### config.mk
export PLATFORM = sky130hd
export DESIGN_NAME = ps2_key_encoder
export DESIGN_NICKNAME = d
export VERILOG_FILES = /design/src/rtl/ps2_key_encoder.sv
export SDC_FILE = /design/constraint.sdc
export NUM_CORES = 1
export LEC_CHECK = 0
export BUFFER_PORTS_ARGS = -buffer_cell sky130_fd_sc_hd__buf_2
export CORE_ASPECT_RATIO = 1.25
export CORE_MARGIN = 1.5
export CORE_UTILIZATION = 45
export DETAILED_ROUTE_END_ITERATION = 8
export SYNTH_ARGS = -nofsm -noshare
export SYNTH_HDL_FRONTEND = slang
export SYNTH_SLANG_ARGS = --single-unit
### constraint.sdc
create_clock -name clk_sys -period 5.3 [get_ports clk_sys]
set_clock_uncertainty 0.05 [all_clocks]
set_input_delay 0.53 -clock clk_sys [delete_from_list [all_inputs] [get_ports clk_sys]]
set_output_delay 0.53 -clock clk_sys [all_outputs]
set_load 0.01 [all_outputs]
### src/rtl/ps2_key_encoder.sv
// ps2_key_encoder: PS/2 Set-2 scancode byte stream -> ps2_key[10:0] toggle-event word.
// Parses E0/F0/E1 prefixes, buffers events in a small FIFO and releases them
// with at least MIN_GAP cycles between ps2_key updates.
// Optional build macro PS2_TYPEMATIC_FILTER_EN drops typematic repeat makes.
module ps2_key_encoder #(
  parameter int unsigned FIFO_AW = 2,
  parameter int unsigned MIN_GAP = 4
) (
  input  logic               clk_sys,
  input  logic               reset,
  input  logic [7:0]         byte_in,
  input  logic               byte_valid,
  output logic               byte_ready,
  output logic [10:0]        ps2_key,
  output logic [FIFO_AW:0]   fifo_count
);

  localparam int unsigned DEPTH = 1 << FIFO_AW;
  localparam int unsigned CW    = FIFO_AW + 1;
  localparam int unsigned GW    = 8;

  typedef enum logic [2:0] {
    S_IDLE,
    S_EXT,
    S_BRK,
    S_EXT_BRK,
    S_PAUSE
  } state_t;

  state_t             state, state_nxt;
  logic [2:0]         pause_cnt, pause_nxt;
  logic               accept_c;
  logic               is_resp_c;
  logic               is_fake_c;
  logic               push_raw_c;
  logic               push_c;
  logic               pop_c;
  logic [9:0]         push_data_c;
  logic [9:0]         fifo_mem [DEPTH];
  logic [FIFO_AW-1:0] wr_ptr, rd_ptr;
  logic [CW-1:0]      count_nxt;
  logic [GW-1:0]      gap_cnt;

  assign accept_c  = byte_valid && byte_ready;
  assign is_resp_c = byte_in inside {8'h00, 8'hAA, 8'hEE, 8'hFA, 8'hFC, 8'hFD, 8'hFE, 8'hFF};
  assign is_fake_c = (byte_in == 8'h12) || (byte_in == 8'h59);

  // Parser state register.
  always_ff @(posedge clk_sys or posedge reset) begin
    if (reset) begin
      state     <= S_IDLE;
      pause_cnt <= 3'd0;
    end else begin
      state     <= state_nxt;
      pause_cnt <= pause_nxt;
    end
  end

  // Parser next state and event generation; only moves on an accepted byte.
  always_comb begin
    state_nxt   = state;
    pause_nxt   = pause_cnt;
    push_raw_c  = 1'b0;
    push_data_c = {1'b1, 1'b0, byte_in};
    if (accept_c) begin
      case (state)
        S_IDLE: begin
          if (byte_in == 8'hE0) begin
            state_nxt = S_EXT;
          end else if (byte_in == 8'hF0) begin
            state_nxt = S_BRK;
          end else if (byte_in == 8'hE1) begin
            state_nxt = S_PAUSE;
            pause_nxt = 3'd7;
          end else if (!is_resp_c) begin
            push_raw_c = 1'b1;
          end
        end
        S_EXT: begin
          if (byte_in == 8'hF0) begin
            state_nxt = S_EXT_BRK;
          end else if (byte_in != 8'hE0) begin
            state_nxt = S_IDLE;
            if (!is_fake_c) begin
              push_raw_c  = 1'b1;
              push_data_c = {1'b1, 1'b1, byte_in};
            end
          end
        end
        S_BRK: begin
          state_nxt   = S_IDLE;
          push_raw_c  = 1'b1;
          push_data_c = {1'b0, 1'b0, byte_in};
        end
        S_EXT_BRK: begin
          state_nxt = S_IDLE;
          if (!is_fake_c) begin
            push_raw_c  = 1'b1;
            push_data_c = {1'b0, 1'b1, byte_in};
          end
        end
        S_PAUSE: begin
          pause_nxt = pause_cnt - 3'd1;
          if (pause_cnt == 3'd1) begin
            state_nxt   = S_IDLE;
            push_raw_c  = 1'b1;
            push_data_c = {1'b1, 1'b1, 8'h77};
          end
        end
        default: state_nxt = S_IDLE;
      endcase
    end
  end

`ifdef PS2_TYPEMATIC_FILTER_EN
  logic       filt_vld;
  logic [8:0] filt_code;
  logic       filt_hit_c;

  assign filt_hit_c = filt_vld && (filt_code == push_data_c[8:0]);
  assign push_c     = push_raw_c && !(push_data_c[9] && filt_hit_c);

  // Remember the last make; a matching break re-arms it.
  always_ff @(posedge clk_sys or posedge reset) begin
    if (reset) begin
      filt_vld  <= 1'b0;
      filt_code <= 9'd0;
    end else if (push_raw_c) begin
      if (push_data_c[9]) begin
        if (!filt_hit_c) begin
          filt_vld  <= 1'b1;
          filt_code <= push_data_c[8:0];
        end
      end else if (filt_hit_c) begin
        filt_vld <= 1'b0;
      end
    end
  end
`else
  assign push_c = push_raw_c;
`endif

  assign pop_c     = (fifo_count != '0) && (gap_cnt == '0);
  assign count_nxt = fifo_count + CW'(push_c) - CW'(pop_c);

  // FIFO pointers, occupancy and registered ready (from next occupancy so a full FIFO never accepts).
  always_ff @(posedge clk_sys or posedge reset) begin
    if (reset) begin
      wr_ptr     <= '0;
      rd_ptr     <= '0;
      fifo_count <= '0;
      byte_ready <= 1'b0;
    end else begin
      if (push_c) wr_ptr <= wr_ptr + 1'b1;
      if (pop_c)  rd_ptr <= rd_ptr + 1'b1;
      fifo_count <= count_nxt;
      byte_ready <= count_nxt < CW'(DEPTH);
    end
  end

  // FIFO storage; contents are don't-care until written.
  always_ff @(posedge clk_sys) begin
    if (push_c) fifo_mem[wr_ptr] <= push_data_c;
  end

  // Output stage: pop head, flip the toggle bit, then hold off for MIN_GAP cycles.
  always_ff @(posedge clk_sys or posedge reset) begin
    if (reset) begin
      ps2_key <= 11'd0;
      gap_cnt <= '0;
    end else if (pop_c) begin
      ps2_key <= {~ps2_key[10], fifo_mem[rd_ptr]};
      gap_cnt <= GW'(MIN_GAP - 1);
    end else if (gap_cnt != '0) begin
      gap_cnt <= gap_cnt - 1'b1;
    end
  end

endmodule

Word level (Yosys, flattened, before mapping)
Memory sizes are Yosys's and may differ from the RTL's. A register that Yosys moved wholly into a read port is not among the register bits.
Index checks and enable logic that the tools add are counted.
W data, S select, Z words.
{"block": "classes", "n_eq_ne": 24, "n_lt_le_gt_ge": 1, "add_sub_neg": 6, "reduce_logical": 13, "n_bitwise": 1, "muxes": 32}
{"cell": "$eq A8 B8 Y1 const B", "n": 10}
{"cell": "$pmux W10 S4", "n": 1}
{"cell": "$mux W9", "n": 4}
{"cell": "$mux W3", "n": 9}
{"cell": "$mux W10", "n": 2}
{"cell": "$logic_not A8 Y1", "n": 2}
{"cell": "$mux W8", "n": 2}
{"cell": "$reduce_bool A8 Y1", "n": 2}
{"cell": "$mux W1", "n": 11}
{"cell": "$pmux W3 S3", "n": 1}
{"cell": "$eq A8 B5 Y1 const B", "n": 1}
{"cell": "$eq A8 B7 Y1 const B", "n": 1}
{"cell": "$ne A2 B2 Y1 const B", "n": 4}
{"cell": "$ne A8 B8 Y1 const B", "n": 1}
{"cell": "$sub A8 B1 Y8 const B", "n": 1}
{"cell": "$eq A3 B1 Y1 const B", "n": 2}
{"cell": "$eq A3 B2 Y1 const B", "n": 2}
{"cell": "$pmux W3 S2", "n": 1}
{"cell": "$pmux W1 S5", "n": 1}
{"cell": "$reduce_and A5 Y1", "n": 1}
{"cell": "$add A2 B1 Y2 const B", "n": 2}
{"cell": "$ne A4 B4 Y1 const B", "n": 1}
{"cell": "$reduce_and A4 Y1", "n": 1}
{"cell": "$reduce_bool A2 Y1", "n": 2}
{"cell": "other kinds (11)", "n": 12}
{"block": "totals", "ram_bits": 40, "wordCells": 86, "output_inout_bits": 15, "n_memories": 1, "input_bits": 11, "register_bits": 33}
{"memory": "fifo_mem", "depth": 4, "word_bits": 10, "rd": 1, "rd_ports_with_merged_regs": 1, "wr": 1, "line": "39", "source": "logic [9:0] fifo_mem [DEPTH];"}

Longest topological paths before layout
{"block": "logic_depth", "ltp_word": 11, "mapped_depth": 14, "depth_no_buf": 13}

Least setup slack after synthesis
No wires, ideal clock.
{"block": "synth_path", "path_type": "input to register", "start": "input port byte_in[4]", "end": "register fifo_count[2]", "path_stages": 14, "t_required_ns": 5.129, "arrival_ns": 2.788, "n_path_buf": 1, "path_slack_ns": 2.341, "setup_time_ns": 0.121, "path_cell_list": "buf_2 -> or4b_1 -> a21oi_2 -> a221o_2 -> o211ai_4 -> inv_1 -> ha_1 -> inv_1 -> ha_1 -> inv_1 -> fa_1 -> xnor2_1 -> xor2_1 -> inv_1"}
{"block": "synth_via", "elab_chain_cells": 10, "elab_cells_between_ends": 27, "classes_between": "2 x add/sub; 13 x eq/ne; 9 x mux; 3 x reduce/logical"}
{"element": "start, declared", "line": "11", "source": "input logic [7:0] byte_in,"}
{"element": "$eq A8 B8 Y1 or $logic_not A8 Y1 (tied branches)", "line": "45", "source": "assign is_resp_c = byte_in inside {8'h00, 8'hAA, 8'hEE, 8'hFA, 8'hFC, 8'hFD, 8'hFE, 8'hFF};"}
{"element": "$reduce_bool A8 Y1", "line": "45"}
{"element": "$mux W1", "line": "75", "source": "end else if (!is_resp_c) begin"}
{"element": "$mux W1", "line": "72", "source": "end else if (byte_in == 8'hE1) begin"}
{"element": "$mux W1", "line": "70", "source": "end else if (byte_in == 8'hF0) begin"}
{"element": "$mux W1", "line": "68", "source": "if (byte_in == 8'hE0) begin"}
{"element": "$pmux W1 S5 (*)", "line": "66", "source": "case (state)"}
{"element": "$mux W1 (*)", "line": "65", "source": "if (accept_c) begin"}
{"element": "$add A3 B1 Y3 (*)", "line": "144", "source": "assign count_nxt = fifo_count + CW'(push_c) - CW'(pop_c);"}
{"element": "$sub A3 B1 Y3 (*)", "line": "144"}
{"element": "via count_nxt[2]", "line": "41", "source": "logic [CW-1:0] count_nxt;"}
{"element": "end signal, assigned", "line": "156", "source": "fifo_count <= count_nxt;"}
{"element": "end, declared", "line": "15", "source": "output logic [FIFO_AW:0] fifo_count"}
Mark *: on every way through the listed nets, which the timed path passes. The rest lies on a longest branch.
A chain may end at the register's enable or synchronous reset.

Final worst setup path
{"block": "layout_path", "start": "register state[0]", "end": "register fifo_count[2]"}
{"block": "layout_via", "elab_chain_cells": 5, "elab_cells_between_ends": 9, "classes_between": "2 x add/sub; 4 x eq/ne; 2 x mux; 1 x reduce/logical"}
{"element": "start, declared", "line": "30", "source": "state_t state, state_nxt;"}
{"element": "start signal, assigned", "line": "54", "source": "state <= state_nxt;"}
{"element": "$eq A3 B3 Y1, or another cell as far along", "line": "66"}
{"element": "$pmux W1 S5 (*)", "line": "66"}
{"element": "$mux W1 (*)", "line": "65"}
{"element": "$add A3 B1 Y3 (*)", "line": "144"}
{"element": "$sub A3 B1 Y3 (*)", "line": "144"}
{"element": "via count_nxt[2]", "line": "41"}
Marked as above.

==> impl_metrics.yaml <==
outcome:
  status: "complete, no violations"
sta:
  setup_violations: 0
  fin_crit_sh: 0.613
  max_freq_mhz: 308
  worstMarginPinSlew_ns: 0.729
  drv_slew: 0
  tns_ns: 0
  slew_headroom: 0.514
  post-route-min-period_ns: 3.25
  grt_setup_unrepaired: "false"
  hold_violations: 0
synth:
  synthTopCellsByArea: "edfxtp_1 37%, dfrtp_1 25%, mux4_2 6.8%"
  syn_inst: 230
  seq_area_frac_synth: 0.616
  ys_async_sr_fraction: 0.452
  synth-seq-cells: 73
  ys_types: 49
  synth-edff-count: 40
  synth_nets: 251
  yosys.area.top_type: "edfxtp_1"
  syn_area_sq_um: 3290
  syn_avg_cell_area_sq_um: 14.3
  yosysWarnings: 0
  yosysTopAreaCellShare: 0.365
  synthFlopType: "edfxtp_1"
run:
  maxCapViolations: 0
setup_path:
  r2r_start: "state[0]"
  cp-startpoint: "state[0]"
  crit_end: "fifo_count[2]"
  cp.required_ns: 5.47
  startpoint_type: "flip-flop"
  critPathMaxFanout: 9
  r2r_cells: 13
  arrival_ns: 3.42
  r2r_slack_ns: 2.05
  regToRegEndpoint: "fifo_count[2]"
  path_class: "flip-flop to flip-flop"
  cp-end-kind: "flip-flop"
clock_network:
  cts_tree: "built"
  cts_root_buf: "clkbuf_8"
  clk_path_buf_depth: 2
  postCtsResizedCells: 0
  clkSinkCount: 73
  cts_max_level: 3
  post-cts-setup-buffer-count: 0
  numCtsBuffers: 9
  cts_hold_buf: 0
  clk_pin_slew_worst_paths_ns: 0.08
  insertion_delay_ns: 0.33
die:
  start_util: 0.468
  io_pins: 26
  fp.dieH_um: 98.6
  rows: 34
  fp.dieW_um: 79.5
  dieArea_sq_um: 7830
  core_sq_um: 7020
routing:
  vias_per_cell: 5.26
  drt-initial-drc-count: 85
  wirelength_um: 5440
  antenna_left: 0
  drc_errors: 0
  vias: 1871
  drtPass1Iterations: 4
  wl_per_cell_um: 15.3
global_route:
  grt.busiest_layer: "met2"
  grt_max_degree: 34
  grt_pass1_vias: 1910
  overflow: 0
  grtUsageMet1: 0.189
  antenna_found_initial: 0
  use_met2: 0.271
  grt_usage: 0.157
  grt_pass1_wl_um: 9180
  use_met3: 0.0250
power:
  p_per_area_nw_per_um2: 518
  p_leak_uw: 0.00146
  ir_drop_mv: 0.264
cells_and_area:
  final_cell_area_sq_um: 3740
  layout-area-overhead-vs-synth_pct: 13.9
  nNetsFinal: 282
  diodes: 0
  drive_gt1_frac: 0.271
worst_hold_path:
  hp-class: "primary input to asynchronous set/reset pin"
placement:
  placed_cell_area_sq_um: 3500
  numPortBuffers: 25
  gp_congestion: 0.789
  dp_hpwl_um: 3770
==> synthesized netlist by cell type, drive strengths merged (3+ instances only) <==
| library cell | n |
|---|---|
| nor2 | 8 |
| edfxtp | 40 |
| nand4b | 3 |
| xnor2 | 4 |
| a21oi | 5 |
| nor3 | 9 |
| and2 | 6 |
| inv | 19 |
| nor4 | 4 |
| nand2b | 5 |
| or4b | 3 |
| nand3 | 6 |
| mux4 | 10 |
| nand2 | 13 |
| mux2 | 12 |
| xor2 | 6 |
| buf | 4 |
| ha | 9 |
| dfrtp | 33 |
| o21ai | 6 |
==> state kept, by name, indices dropped and copies added, names as in the netlist <==
| name | count |
|---|---|
| fifo_mem | 40 |
| ps2_key | 11 |
| gap_cnt | 8 |
| fifo_count | 3 |
| pause_cnt | 3 |
| state | 3 |
| rd_ptr | 2 |
| wr_ptr | 2 |
| byte_ready | 1 |
==> critical path, stage by stage (launching register included) <==
cell and delay (ns):
dfrtp_1 0.45, nor2_2 0.26, nand4_1 0.20, or3b_1 0.58
o211ai_4 0.20, inv_1 0.08, ha_1 0.29, inv_1 0.05
ha_1 0.13, inv_1 0.04, fa_1 0.37, xnor2_1 0.17
xor2_1 0.21, inv_1 0.06
==> per-stage QoR <==
stage	instances	total power (uW)	hold WS (ns)	setup slack, ns	util
final	356	1940	0.235	2.05	0.534
after global routing	356	2060	0.264	1.79	0.534
after CTS	356	1980	0.234	2.01	0.534
after detailed placement	340	1450	0.403	2.04	0.499
after global placement	340	1440	0.405	2.06	0.499
after floorplan	230	1290	0.393	2.34	-
==> placed cells by master (no fill, tap or decap), drive strengths merged, types with 2 or more instances in the layout <==
| cell | instances |
|---|---|
| nor3 | 9 |
| a21oi | 5 |
| mux2 | 12 |
| nand2 | 13 |
| edfxtp | 40 |
| xor2 | 6 |
| ha | 9 |
| mux4 | 10 |
| or3b | 2 |
| nor4 | 4 |
| nand3 | 6 |
| nand4 | 2 |
| and2 | 6 |
| or4 | 2 |
| nor2 | 8 |
| nand2b | 5 |
| clkinvlp | 2 |
| xnor2 | 4 |
| buf | 26 |
| clkbuf | 9 |
| or4b | 3 |
| inv | 20 |
| bufinv | 3 |
| dfrtp | 33 |
| o21ai | 6 |
| nand4b | 3 |
==> routing by layer <==
metal  vias up  part of all wire  routed length (um)
li1        920                 -                   -
met2        20              0.53                2880
met4         0             0.017                  91
met3         8             0.019                 105
met1       923              0.43                2370
met5         -                 0                   0
==> power breakdown <==
part / internal (uW) / switching, uW
combinational: 268 / 235
clock: 313 / 206
sequential: 770 / 151
==> worst min path at each step <==
stage	to	cells after the start	slack, ns
after CTS	fifo_count[1]	3	0.23
final	fifo_count[1]	3	0.23
after global placement	ps2_key[10]	1	0.40
after floorplan	gap_cnt[4]	1	0.39
after global routing	fifo_count[1]	3	0.26
after detailed placement	ps2_key[10]	1	0.40
==> area by class of cell <==
| cell class | instances | area, sq um |
|---|---|---|
| clock buffers | 9 | 124 |
| clock inverters | 7 | 118 |
| fillers | 623 | 3270 |
| inverters | 19 | 71.3 |
| multi-input cells | 132 | 1160 |
| flip-flops and latches | 73 | 2030 |
| well taps | 90 | 113 |
| repair buffers | 26 | 133 |
==> cell families after synthesis <==
logic type	count (synthesis)	synth area share
buf+inv	25	0.0308
flops	73	0.616
xor+xnor	10	0.0266
simple gates	68	0.121
mux	22	0.111
compound gates	22	0.0544
fa+ha+maj	10	0.0403
Power figures use the tool's default switching activity.
